$ cat src/rtl/fracture_pkg.sv
// Shared definitions for the fracture detector: state encoding and datapath widths.
package fracture_pkg;

  localparam int SAMPLE_W = 16;
  localparam int HIT_W    = 8;
  localparam int CNT_W    = 16;

  typedef enum logic [1:0] {
    ST_IDLE  = 2'd0,
    ST_ARM   = 2'd1,
    ST_ALARM = 2'd2,
    ST_HOLD  = 2'd3
  } state_e;

endpackage

$ cat src/rtl/fracture_peak.sv
// Running-maximum register for ring-phase samples; clear has priority over update.
module fracture_peak
  import fracture_pkg::*;
(
  input  logic                clk_sys,
  input  logic                rst_n,
  input  logic                clr,
  input  logic                upd,
  input  logic [SAMPLE_W-1:0] sample,
  output logic [SAMPLE_W-1:0] peak
);

  logic [SAMPLE_W-1:0] peak_reg;

  always_ff @(posedge clk_sys or negedge rst_n) begin
    if (!rst_n) begin
      peak_reg <= '0;
    end else if (clr) begin
      peak_reg <= '0;
    end else if (upd && (sample > peak_reg)) begin
      peak_reg <= sample;
    end
  end

  assign peak = peak_reg;

endmodule

$ cat src/rtl/fracture_ctrl.sv
// Fracture alarm controller: counts consecutive threshold hits, raises an alarm,
// and holds off re-arming for a programmable number of samples after a clear.
module fracture_ctrl
  import fracture_pkg::*;
(
  input  logic                clk_sys,
  input  logic                rst_n,
  input  logic [SAMPLE_W-1:0] ph_ring,
  input  logic                ph_vld,
  input  logic                cfg_en,
  input  logic [SAMPLE_W-1:0] cfg_ring_th,
  input  logic [HIT_W-1:0]    cfg_hit_num,
  input  logic [15:0]         cfg_hold,
  input  logic                clr_action,
  output logic                stu_action,
  output logic                irq_action,
  output logic [1:0]          stu_state,
  output logic [HIT_W-1:0]    stu_hit_cnt,
  output logic [SAMPLE_W-1:0] stu_peak,
  output logic [CNT_W-1:0]    stu_act_cnt
);

  state_e           state_reg;
  logic [HIT_W-1:0] hit_cnt_reg;
  logic [15:0]      hold_cnt_reg;
  logic [CNT_W-1:0] act_cnt_reg;
  logic             action_reg;
  logic             irq_reg;

  logic             is_hit;
  logic [HIT_W-1:0] hit_inc;
  logic [HIT_W-1:0] hit_need;
  logic             hold_done;
  logic             peak_clr;
  logic             peak_upd;

  assign is_hit    = (ph_ring >= cfg_ring_th);
  assign hit_inc   = (hit_cnt_reg == {HIT_W{1'b1}}) ? hit_cnt_reg : hit_cnt_reg + 1'b1;
  assign hit_need  = (cfg_hit_num == '0) ? HIT_W'(1) : cfg_hit_num;
  assign hold_done = (hold_cnt_reg == cfg_hold);

  // Peak is zeroed throughout IDLE and on the HOLD->ARM re-arm; a clear in ALARM blocks the update.
  assign peak_clr = !cfg_en || (state_reg == ST_IDLE) || ((state_reg == ST_HOLD) && hold_done);
  assign peak_upd = cfg_en && ph_vld &&
                    ((state_reg == ST_ARM) || ((state_reg == ST_ALARM) && !clr_action));

  fracture_peak u_peak (
    .clk_sys (clk_sys),
    .rst_n   (rst_n),
    .clr     (peak_clr),
    .upd     (peak_upd),
    .sample  (ph_ring),
    .peak    (stu_peak)
  );

  always_ff @(posedge clk_sys or negedge rst_n) begin
    if (!rst_n) begin
      state_reg    <= ST_IDLE;
      hit_cnt_reg  <= '0;
      hold_cnt_reg <= '0;
      act_cnt_reg  <= '0;
      action_reg   <= 1'b0;
      irq_reg      <= 1'b0;
    end else begin
      irq_reg <= 1'b0;
      if (!cfg_en) begin
        state_reg   <= ST_IDLE;
        hit_cnt_reg <= '0;
        action_reg  <= 1'b0;
      end else begin
        case (state_reg)
          ST_IDLE: begin
            state_reg   <= ST_ARM;
            hit_cnt_reg <= '0;
          end
          ST_ARM: begin
            if (ph_vld) begin
              if (is_hit) begin
                hit_cnt_reg <= hit_inc;
                if (hit_inc >= hit_need) begin
                  state_reg  <= ST_ALARM;
                  action_reg <= 1'b1;
                  irq_reg    <= 1'b1;
                  if (act_cnt_reg != {CNT_W{1'b1}}) begin
                    act_cnt_reg <= act_cnt_reg + 1'b1;
                  end
                end
              end else begin
                hit_cnt_reg <= '0;
              end
            end
          end
          ST_ALARM: begin
            if (clr_action) begin
              state_reg    <= ST_HOLD;
              action_reg   <= 1'b0;
              hold_cnt_reg <= '0;
            end
          end
          ST_HOLD: begin
            if (hold_done) begin
              state_reg   <= ST_ARM;
              hit_cnt_reg <= '0;
            end else if (ph_vld) begin
              hold_cnt_reg <= hold_cnt_reg + 1'b1;
            end
          end
          default: begin
            state_reg <= ST_IDLE;
          end
        endcase
      end
    end
  end

  assign stu_action  = action_reg;
  assign irq_action  = irq_reg;
  assign stu_state   = state_reg;
  assign stu_hit_cnt = hit_cnt_reg;
  assign stu_act_cnt = act_cnt_reg;

endmodule

$ cat config.mk
export PLATFORM = sky130hd
export DESIGN_NAME = fracture_ctrl
export DESIGN_NICKNAME = d
export VERILOG_FILES = /design/src/rtl/fracture_pkg.sv /design/src/rtl/fracture_peak.sv /design/src/rtl/fracture_ctrl.sv
export SDC_FILE = /design/constraint.sdc
export NUM_CORES = 1
export LEC_CHECK = 0
export ABC_AREA = 0
export CORE_ASPECT_RATIO = 1.4
export CORE_UTILIZATION = 46
export CTS_CLUSTER_DIAMETER = 60
export DETAILED_ROUTE_END_ITERATION = 8
export GPL_TIMING_DRIVEN = 1
export PLACE_DENSITY = 0.82
export RECOVER_POWER = 50
export SLEW_MARGIN = 5
export SYNTH_ARGS = -nofsm -noshare
export SYNTH_HDL_FRONTEND = slang
export SYNTH_HIERARCHICAL = 1
export SYNTH_SLANG_ARGS = --single-unit
$ cat constraint.sdc
create_clock -name clk_sys -period 3 [get_ports clk_sys]
set_clock_uncertainty 0.15 [all_clocks]
set_input_delay 0.75 -clock clk_sys [delete_from_list [all_inputs] [get_ports clk_sys]]
set_output_delay 0.75 -clock clk_sys [all_outputs]
set_load 0.01 [all_outputs]
==> run_summary.xml <==
<?xml version="1.0" encoding="UTF-8"?>
<metrics>
  <group name="grt">
    <metric name="globalRouteTotalUtil" unit="%">25.9</metric>
    <metric name="grt_pass1_vias" unit="">4547</metric>
    <metric name="grt_remaining_overflow" unit="">0</metric>
    <metric name="antenna_found_initial" unit="">0</metric>
    <metric name="maximum_number_of_pins_on_one_net_before_global_route_repair" unit="">61</metric>
    <metric name="grt_pass1_wl" unit="µm">20800</metric>
  </group>
  <group name="clock_tree">
    <metric name="cts_hold_buffers" unit="">0</metric>
    <metric name="tritoncts_clock_tree" unit="">yes</metric>
    <metric name="tritoncts.num_buffers" unit="">9</metric>
    <metric name="worst_skew_pair.late_latency" unit="ns">0.33</metric>
    <metric name="clkSinkCount" unit="">60</metric>
    <metric name="cts.path.max_buffers" unit="">2</metric>
    <metric name="cts.reportedPaths.clkPinSlew" unit="ns">0.05</metric>
    <metric name="h-tree-depth" unit="">3</metric>
    <metric name="clock_root_cell" unit="">sky130_fd_sc_hd__clkbuf_16</metric>
  </group>
  <group name="power">
    <metric name="power.density" unit="mW/mm²">450</metric>
    <metric name="power_leakage" unit="µW">0.00307</metric>
    <metric name="power.ir.vdd_worst" unit="mV">0.434</metric>
  </group>
  <group name="sta">
    <metric name="timing_max_transition_violations_final" unit="">61</metric>
    <metric name="rsz0062_at_grt" unit="">yes</metric>
    <metric name="setup-violations-final" unit="">8</metric>
    <metric name="post-route-period-util" unit="%">103</metric>
    <metric name="hold_viol_final" unit="">0</metric>
    <metric name="timing.final.ws_setup" unit="ns">-0.0807</metric>
    <metric name="finalCriticalPeriod" unit="ns">3.08</metric>
    <metric name="achievable-frequency" unit="MHz">325</metric>
    <metric name="max_slew_margin" unit="%">-4.06</metric>
    <metric name="timing_worst_slew_pin_value" unit="ns">1.56</metric>
  </group>
  <group name="final_layout">
    <metric name="total_non_filler_cell_area_in_the_finished_layout" unit="mm²">0.00679</metric>
    <metric name="layout-drive-gt1-share" unit="%">24.3</metric>
    <metric name="area_growth" unit="%">53.7</metric>
    <metric name="filler_cell_count" unit="">602</metric>
    <metric name="count_of_inserted_antenna_diode_cells" unit="">0</metric>
    <metric name="final_util" unit="%">73.9</metric>
    <metric name="num-nets-final" unit="">770</metric>
  </group>
  <group name="min_path">
    <metric name="hold_path.startpoint" unit="">stu_act_cnt[9]</metric>
    <metric name="hold_path_end" unit="">stu_act_cnt[9]</metric>
    <metric name="holdCritPathClass" unit="">flop to flop</metric>
    <metric name="hold_depth" unit="">1</metric>
  </group>
  <group name="worst_setup_path">
    <metric name="critPathLaunchType" unit="">flop</metric>
    <metric name="critPathCaptureType" unit="">flop</metric>
    <metric name="critical_path_arrival" unit="ns">3.15</metric>
    <metric name="maximum_cell_stage_delay_along_the_critical_path" unit="ns">0.39</metric>
    <metric name="timing.setup.critical_path_class" unit="">flop to flop</metric>
    <metric name="timing.critical_path.buf_inv" unit="">3</metric>
    <metric name="r2r_end" unit="">stu_act_cnt[1]</metric>
    <metric name="r2r-start" unit="">stu_hit_cnt[1]</metric>
    <metric name="cp_top_family" unit="">compound AO/OA/AOI/OAI gates</metric>
    <metric name="critPathSlowestCell" unit="">sky130_fd_sc_hd__dfrtp_2</metric>
    <metric name="crit_chain" unit="">ha_4, and3_4, nand3_4, buf_6, xnor2_2, ha_1, nand2b_4, a2111oi_4, a211o_1, a32oi_2, buf_4, buf_6, nand2_4, mux2_4</metric>
    <metric name="rrSetupSlack" unit="ns">-0.08</metric>
    <metric name="reg2regPathDepth" unit="">14</metric>
    <metric name="worst_ep_required_time" unit="ns">3.07</metric>
    <metric name="path_common_cell" unit="">sky130_fd_sc_hd__buf_6</metric>
    <metric name="critical_path.max_fanout" unit="">5</metric>
  </group>
  <group name="detailed_routing">
    <metric name="detail_route.drc_violations" unit="">12</metric>
    <metric name="drt.antenna.violating_nets" unit="">0</metric>
    <metric name="drt-pass1-iter-count" unit="">7</metric>
    <metric name="routed_wire_length_per_instance" unit="µm">16.6</metric>
    <metric name="initialDrtViolationCount" unit="">233</metric>
    <metric name="vias" unit="">4326</metric>
    <metric name="routed_wirelength" unit="µm">12800</metric>
    <metric name="vias_per_cell" unit="">5.60</metric>
  </group>
  <group name="job">
    <metric name="drv.max_cap_violation_count" unit="">1</metric>
  </group>
  <group name="floorplanning">
    <metric name="core-area" unit="mm²">0.00918</metric>
    <metric name="die_area" unit="mm²">0.0100</metric>
    <metric name="die_h" unit="µm">118</metric>
    <metric name="floorplan.initialDensity" unit="%">48.1</metric>
    <metric name="num_io_pins" unit="">105</metric>
    <metric name="fp-row-count" unit="">41</metric>
    <metric name="chipWidth" unit="µm">84.8</metric>
  </group>
  <group name="logic_synthesis">
    <metric name="synth_area" unit="mm²">0.00442</metric>
    <metric name="postSynth.asyncResetShare" unit="%">100</metric>
    <metric name="synthesized_nets" unit="">587</metric>
    <metric name="yosysTopAreaCell" unit="">sky130_fd_sc_hd__dfrtp_1</metric>
    <metric name="ys.warnings.count" unit="">6</metric>
    <metric name="synth_top_cell_area_share" unit="%">34.0</metric>
    <metric name="number_of_synthesized_register_bits" unit="">60</metric>
    <metric name="top_area_cells_in_the_synthesized_netlist" unit="">sky130_fd_sc_hd__dfrtp_1 (34%), sky130_fd_sc_hd__ha_1 (13%), sky130_fd_sc_hd__xnor2_1 (6.9%)</metric>
    <metric name="syn_area_per_cell" unit="µm²">9.22</metric>
    <metric name="netlist_instances" unit="">479</metric>
    <metric name="synthDistinctLibCells" unit="">56</metric>
    <metric name="synth_ff_type" unit="">sky130_fd_sc_hd__dfrtp_1</metric>
    <metric name="synth-seq-area-share" unit="%">34.0</metric>
    <metric name="post_synth_edffs" unit="">0</metric>
  </group>
  <group name="placement">
    <metric name="detailedPlacementHpwl" unit="µm">9130</metric>
    <metric name="pre_cts_ws" unit="ns">-0.634</metric>
    <metric name="detailed_place.area" unit="mm²">0.00612</metric>
    <metric name="numPortBuffers" unit="">104</metric>
    <metric name="gp_routability_congestion" unit="">0.878</metric>
  </group>
  <group name="status">
    <metric name="run_status" unit="">finished with violations</metric>
    <metric name="violations" unit="">design-rule violations, max-capacitance violations, max-slew violations, negative setup slack</metric>
  </group>
</metrics>
[cell families after synthesis]
kind of cell	synth area share [%]
AND/OR/NAND/NOR	18.7
AO/OA/AOI/OAI	18.8
buffers and inverters	5.92
flip-flops	34.0
adder cells (fa/ha/maj)	13.3
XOR/XNOR	6.94
multiplexers	2.30
[layout make-up]
type / instances / area (µm²) / area share [%]
well taps: 107 / 134 / 1.97
inverters: 53 / 199 / 2.93
clock inverters: 5 / 77.6 / 1.14
flip-flops and latches: 60 / 1500 / 22.2
multi-input cells: 355 / 2970 / 43.7
clock buffers: 10 / 229 / 3.37
repair buffers: 183 / 1670 / 24.7
[cells in the mapped netlist (4+ instances only)]
master / n
sky130_fd_sc_hd__nor2_1: 23
sky130_fd_sc_hd__clkbuf_1: 6
sky130_fd_sc_hd__o21ai_0: 16
sky130_fd_sc_hd__and3_1: 9
sky130_fd_sc_hd__nand3_1: 27
sky130_fd_sc_hd__a211oi_1: 4
sky130_fd_sc_hd__dfrtp_1: 60
sky130_fd_sc_hd__nand2b_1: 11
sky130_fd_sc_hd__o21a_1: 5
sky130_fd_sc_hd__nand2_1: 46
sky130_fd_sc_hd__nand4_1: 18
sky130_fd_sc_hd__a22o_1: 15
sky130_fd_sc_hd__a21o_1: 8
sky130_fd_sc_hd__a21oi_1: 25
sky130_fd_sc_hd__ha_1: 47
sky130_fd_sc_hd__mux2_2: 4
sky130_fd_sc_hd__inv_1: 53
sky130_fd_sc_hd__xnor2_1: 35
sky130_fd_sc_hd__a31o_2: 5
sky130_fd_sc_hd__and2_1: 6
sky130_fd_sc_hd__nor3_1: 4
[layout by cell type (no fill, tap or decap), drive strengths merged, types with 19 or more instances in the layout]
cell,count
buf,79
inv,53
ha,47
dlygate4sd2,23
nand2,47
nand4,19
a21oi,25
nand3,27
xnor2,35
nor2,23
clkdlybuf4s50,60
dfrtp,60
[layer usage]
layer	vias to the layer above	global-route usage, %	part of all wire [%]
met4	0	9.85	2.5
met2	127	47.0	52
li1	2078	-	-
met5	-	0	0
met1	2092	29.4	41
met3	29	5.26	3.9
[per-stage QoR]
step                      instances  TNS, ns  total power (µW)  hold slack, ns
final                           773   -0.213              3060           0.345
after global routing            773    -2.28              3200           0.365
after CTS                       773        0              3060           0.278
after detailed placement        748   -20.39              1920           0.336
after global placement          748   -16.87              1880           0.336
after floorplan                 479  -0.0100              1470           0.304
[power by group]
part	switching [µW]	leakage, µW	internal [µW]	total, µW
logic	519	0.00209	514	1030
registers	68.5	0.000830	870	939
clock network	366	0.000148	719	1080
total	953	0.00307	2100	3060
[repair_timing]
item | 4_1_cts | 5_1_grt
cloned | 2 | 0
pin swaps | 21 | 8
buffers inserted | 9 | 0
gates resized for setup | 79 | 19
endpoints found under the setup margin | 39 | 36
[how the worst max path moves through the flow]
stage / slack [ns] / start / cells past startpoint / endpoint
after floorplan: -0.01 / stu_hit_cnt[0] / 12 / stu_act_cnt[15]
after global placement: -0.55 / ph_ring[0] / 12 / stu_act_cnt[14]
after detailed placement: -0.63 / ph_ring[0] / 12 / stu_act_cnt[14]
after CTS: 0.00006 / stu_hit_cnt[1] / 14 / stu_act_cnt[1]
after global routing: -0.18 / stu_hit_cnt[1] / 14 / stu_act_cnt[1]
final: -0.08 / stu_hit_cnt[1] / 14 / stu_act_cnt[1]
(Power assumes the default switching activity.)
==> edit 1 (config.mk and constraints unchanged) <==
Register the output `stu_peak`, cleared by the reset; this adds one clock of latency there. The other outputs are not delayed to match.
--- a/src/rtl/fracture_ctrl.sv
+++ b/src/rtl/fracture_ctrl.sv
@@ -19,6 +19,8 @@
   output logic [SAMPLE_W-1:0] stu_peak,
   output logic [CNT_W-1:0]    stu_act_cnt
 );
+
+  logic [SAMPLE_W-1:0] stu_peak_d;
 
   state_e           state_reg;
   logic [HIT_W-1:0] hit_cnt_reg;
@@ -50,7 +52,7 @@
     .clr     (peak_clr),
     .upd     (peak_upd),
     .sample  (ph_ring),
-    .peak    (stu_peak)
+    .peak    (stu_peak_d)
   );
 
   always_ff @(posedge clk_sys or negedge rst_n) begin
@@ -119,5 +121,13 @@
   assign stu_hit_cnt = hit_cnt_reg;
   assign stu_act_cnt = act_cnt_reg;
 
+  always_ff @(posedge clk_sys or negedge rst_n) begin
+    if (!rst_n) begin
+      stu_peak <= '0;
+    end else begin
+      stu_peak <= stu_peak_d;
+    end
+  end
+
 endmodule
 
Function: changed (Yosys sat finds a counterexample within 4 cycles, from zero or initial values and one cycle with rst_n low).
==> edit 1 against the original RTL <==
- the run ends with setup timing left
- total power is 4.8% higher
- core utilization is 0.42 points lower
- area after synthesis is 9.9% higher
- sequential power is 19% higher
- cell area is 11% higher
- maximum frequency is 0.53% higher
- global-route usage is 1.7 points higher
- sequential cell count is 16 higher
- die area is 9.7% higher
- setup slack better by 0.016 ns
- routed wire length is 20% higher
- largest power group is now sequential cells
==> edit 1: results <==
export IMPL_instances_no_fill=820
export IMPL_grt_pass1_vias=4832
export IMPL_synthCells=488
export IMPL_gp_congestion=0.897
export IMPL_fill_cells=684
export IMPL_power_leakage_nw=3.47
export IMPL_use_met2_pct=50.9
export IMPL_wl_per_cell_um=18.7
export IMPL_cp_arrival_ns=3.13
export IMPL_cts_made_buffers=9
export IMPL_critPathSlowestCell="dfrtp_2"
export IMPL_min_path_cells=0
export IMPL_pre_cts_slack_ns=-0.617
export IMPL_via_count=4632
export IMPL_setup_viol=7
export IMPL_rr_endpoint="stu_state[0]"
export IMPL_post_synth_num_cell_types=61
export IMPL_drt_iter0_markers=219
export IMPL_dp_hpwl_um=9830
export IMPL_ff2ff_path_depth=16
export IMPL_final_nets=785
export IMPL_holdWs_ns=0.257
export IMPL_setup_worst_path_start="stu_hit_cnt[3]"
export IMPL_dp_cells=783
export IMPL_ys_top_cells_by_count="76 x dfrtp_1, 54 x inv_1, 47 x ha_1"
export IMPL_grt_max_degree=48
export IMPL_setup_ws_ns=-0.0644
export IMPL_grt_pass1_wl_um=22900
export IMPL_status="finished, violations left"
export IMPL_grt_use_met3_pct=4.94
export IMPL_drive_above_1_share_pct=31.2
export IMPL_whs_endpoint="stu_peak[15]"
export IMPL_yosysSeqAreaShare_pct=39.2
export IMPL_async_reset_ff_share_pct=100
export IMPL_root_buffer="clkbuf_16"
export IMPL_worstPathMaxFanout=4
export IMPL_syn_num_nets=596
export IMPL_slew_headroom_pct=18.2
export IMPL_vdd_drop_max_uv=363
export IMPL_violations="setup timing"
export IMPL_grtUsageTotal_pct=27.6
export IMPL_drt_pass1_iter_count=4
export IMPL_hold_start="u_peak/peak[15]"
edit 1: cell count changes after synthesis, moves of 7 or more:
| cell | before | now |
|---|---|---|
| a21oi_1 | 25 | 14 |
| a22o_1 | 15 | 22 |
| dfrtp_1 | 60 | 76 |
| nand2_1 | 46 | 34 |
| nand2b_1 | 11 | 4 |
| nand3_1 | 27 | 15 |
| nor3_1 | 4 | 13 |
| xnor2_1 | 35 | 28 |
| xor2_1 | 0 | 15 |
edit 1: report_power, final:
group	internal [mW]	leakage (nW)	total [mW]	switching (mW)
sequential	1.07	1.05	1.12	0.0540
clock	0.585	0.128	1.02	0.439
combinational	0.519	2.29	1.05	0.534
edit 1: metrics by stage:
stage | total power, mW | area [µm²] | TNS (ns)
finish | 3.20 | 7560 | -0.193
global route | 3.34 | 7560 | -2.52
CTS | 3.12 | 7280 | 0
detailed placement | 1.99 | 6530 | -18.52
global placement | 1.96 | 6530 | -17.01
floorplan | 1.58 | 4870 | 0
edit 1: how the worst max path moves through the flow:
stage / slack [ns] / cells after the start / endpoint
after floorplan: 0.006 / 14 / stu_act_cnt[10]
after global placement: -0.60 / 10 / stu_hit_cnt[3]
after detailed placement: -0.62 / 9 / stu_act_cnt[12]
after CTS: 0.0005 / 10 / stu_act_cnt[12]
after global routing: -0.22 / 13 / stu_act_cnt[14]
final: -0.06 / 16 / stu_state[0]
edit 1: area by class of cell:
cell class / count / share of cell area, %
sequential: 76 / 25.2
tap: 138 / 2.28
clock buffer: 11 / 3.21
multi-input combinational: 344 / 43.0
clock inverter: 5 / 0.480
timing repair buffer: 191 / 23.1
inverter: 55 / 2.76
edit 1: cell families after synthesis:
| group | after synthesis | share of synthesized area (%) |
|---|---|---|
| AO/OA/AOI/OAI | 102 | 17.2 |
| XOR/XNOR | 43 | 7.76 |
| adder cells (fa/ha/maj) | 47 | 12.1 |
| buffers and inverters | 68 | 5.88 |
| flip-flops | 76 | 39.2 |
| multiplexers | 5 | 1.11 |
| AND/OR/NAND/NOR | 147 | 16.8 |
edit 1: repair_timing:
| item | in CTS | in global routing |
|---|---|---|
| gates resized for setup | 96 | 87 |
| pin swaps | 34 | 29 |
| endpoints found under the hold margin | 0 | 0 |
| hold buffers | 0 | 0 |
| cloned | 2 | 0 |
| setup buffers | 14 | 9 |
| endpoints found under the setup margin | 27 | 38 |
edit 1: per-layer routing:
metal	share of wire, %	vias up	wire [µm]
li1	-	2123	-
met1	37	2283	5700
met2	56	178	8520
met3	4.0	48	614
met4	3.3	0	506
met5	0	-	0
edit 1: critical path: cells and delay by family, from the launching register on:
family	cells	cell delay, ns
buffers and inverters	4	0.49
adders and majority gates	1	0.20
DFF	1	0.40
and+or+nand+nor	6	0.89
AOI/OAI and AO/OA	5	0.80
==> edit 2 (config.mk and constraints unchanged) <==
Without the edit above. Set the package constant `SAMPLE_W` to 32 (it was 16).
--- a/src/rtl/fracture_pkg.sv
+++ b/src/rtl/fracture_pkg.sv
@@ -1,7 +1,7 @@
 // Shared definitions for the fracture detector: state encoding and datapath widths.
 package fracture_pkg;
 
-  localparam int SAMPLE_W = 16;
+  localparam int SAMPLE_W = 32;
   localparam int HIT_W    = 8;
   localparam int CNT_W    = 16;
 
Ports: changed (resized cfg_ring_th, ph_ring and stu_peak); port bits go from 105 to 153. The function was not compared with the original's and may differ.
==> edit 2 against the original RTL <==
- the run ends with setup timing left
- count of clock-buffer cells in the layout decreased by 1
- routed wire length increased by 38%
- synthesized cell count up 44%
- total power grew 13%
- sequential cell count is 16 higher
- global-route usage decreased by 1.1 points
- critical path depth fell by 5
- cell area up 36%
- area after synthesis grew 41%
- setup slack improved by 0.046 ns
- critical endpoint is now u_peak/peak[22]
- highest routed layer unchanged
==> edit 2: results <==
export IMPL_ys_top_cells_by_count="84 x inv_1, 79 x ha_1, 76 x dfrtp_1"
export IMPL_drt_pass1_iter_count=4
export IMPL_syn_num_nets=864
export IMPL_setup_viol=1
export IMPL_synth_mux_area_share_pct=6.07
export IMPL_tns_ns=-0.0352
export IMPL_insertedDiodeCount=3
export IMPL_sh_seq_area_pct=20.6
export IMPL_grt_max_degree=65
export IMPL_fill_cells=963
export IMPL_hold_start="stu_act_cnt[6]"
export IMPL_synth_adder_area_share_pct=15.9
export IMPL_status="finished, violations left"
export IMPL_multi_input_area_um2=4270
export IMPL_drive_above_1_share_pct=18.3
export IMPL_synth_xor_area_share_pct=4.78
export IMPL_ys_top_cells_by_area="dfrtp_1 31%, ha_1 16%, nand2b_1 6.7%"
export IMPL_grt_pass1_vias=5974
export IMPL_multi_input_cells=512
export IMPL_grtUsageTotal_pct=24.8
export IMPL_yosysSeqAreaShare_pct=30.6
export IMPL_dp_hpwl_um=12800
export IMPL_via_per_inst=5.37
export IMPL_ys_ff_latch=76
export IMPL_grt_pass1_wl_um=27600
export IMPL_setup_worst_path_start="ph_ring[20]"
export IMPL_setup_ws_ns=-0.0352
export IMPL_buffers=226
export IMPL_wl_per_cell_um=16.1
export IMPL_synth_compound_area_share_pct=14.6
export IMPL_worst_slew_pin_slew_ns=1.36
export IMPL_final_clk_cell_share_pct=3.42
export IMPL_worstPathMaxFanout=7
export IMPL_vdd_drop_max_uv=325
export IMPL_post_synth_num_cell_types=63
export IMPL_nonClkBufAreaFrac_pct=24.0
export IMPL_inv_count=84
export IMPL_gp_congestion=0.861
export IMPL_cp_arrival_ns=3.13
export IMPL_violations="setup timing"
export IMPL_power_leakage_nw=4.21
export IMPL_final_nets=1081
export IMPL_antenna_found_initial=2
export IMPL_io_buffer_count=152
export IMPL_crit_family="buffers and inverters"
-- edit 2: changes by cell type after synthesis, moves of 16 or more --
cell	unedited run	this run
a21oi_1	25	43
dfrtp_1	60	76
ha_1	47	79
inv_1	53	84
mux2i_1	3	34
nand2b_1	11	67
xnor2_1	35	18
xor2_1	0	16
-- edit 2: per-stage QoR --
stage	utilization, %	hold slack [ns]	instance area [µm²]	cells
CTS	69.2	0.341	8990	1089
finish	71.2	0.338	9260	1095
floorplan	-	0.304	6300	692
global route	71.2	0.348	9250	1094
detailed placement	65.1	0.333	8460	1067
global placement	65.1	0.328	8460	1067
-- edit 2: what timing repair did --
item                       4_1_cts  5_1_grt
pin swaps                       17       36
buffers inserted                 5        2
resized for setup               45       46
setup endpoints to repair       60       60
gates cloned                     1        2
-- edit 2: routing by layer --
metal / track usage [%] / routed length [µm] / part of all wire, % / vias to the layer above
li1: - / - / - / 2862
met1: 26.7 / 6740 / 38 / 2846
met2: 46.5 / 9660 / 55 / 146
met3: 5.12 / 771 / 4.4 / 28
met4: 9.61 / 471 / 2.7 / 0
met5: 0 / 0 / 0 / -
-- edit 2: final timing paths --
| kind | end | slack (ns) | depth (start not counted) |
|---|---|---|---|
| worst min register to register | stu_act_cnt[6] | 0.34 | 1 |
| max in group asynchronous | u_peak/peak[30] | 0.57 | 2 |
| worst max register to register | stu_act_cnt[6] | 0.08 | 14 |
| worst min-delay path | stu_act_cnt[6] | 0.34 | 1 |
| min in group asynchronous | hold_cnt_reg[13] | 0.55 | 1 |
| worst max-delay path | u_peak/peak[22] | -0.04 | 9 |
-- edit 2: where the power goes --
| group | internal (mW) | switching (mW) |
|---|---|---|
| Sequential | 1.08 | 0.0781 |
| Combinational | 0.573 | 0.553 |
| Clock | 0.725 | 0.437 |
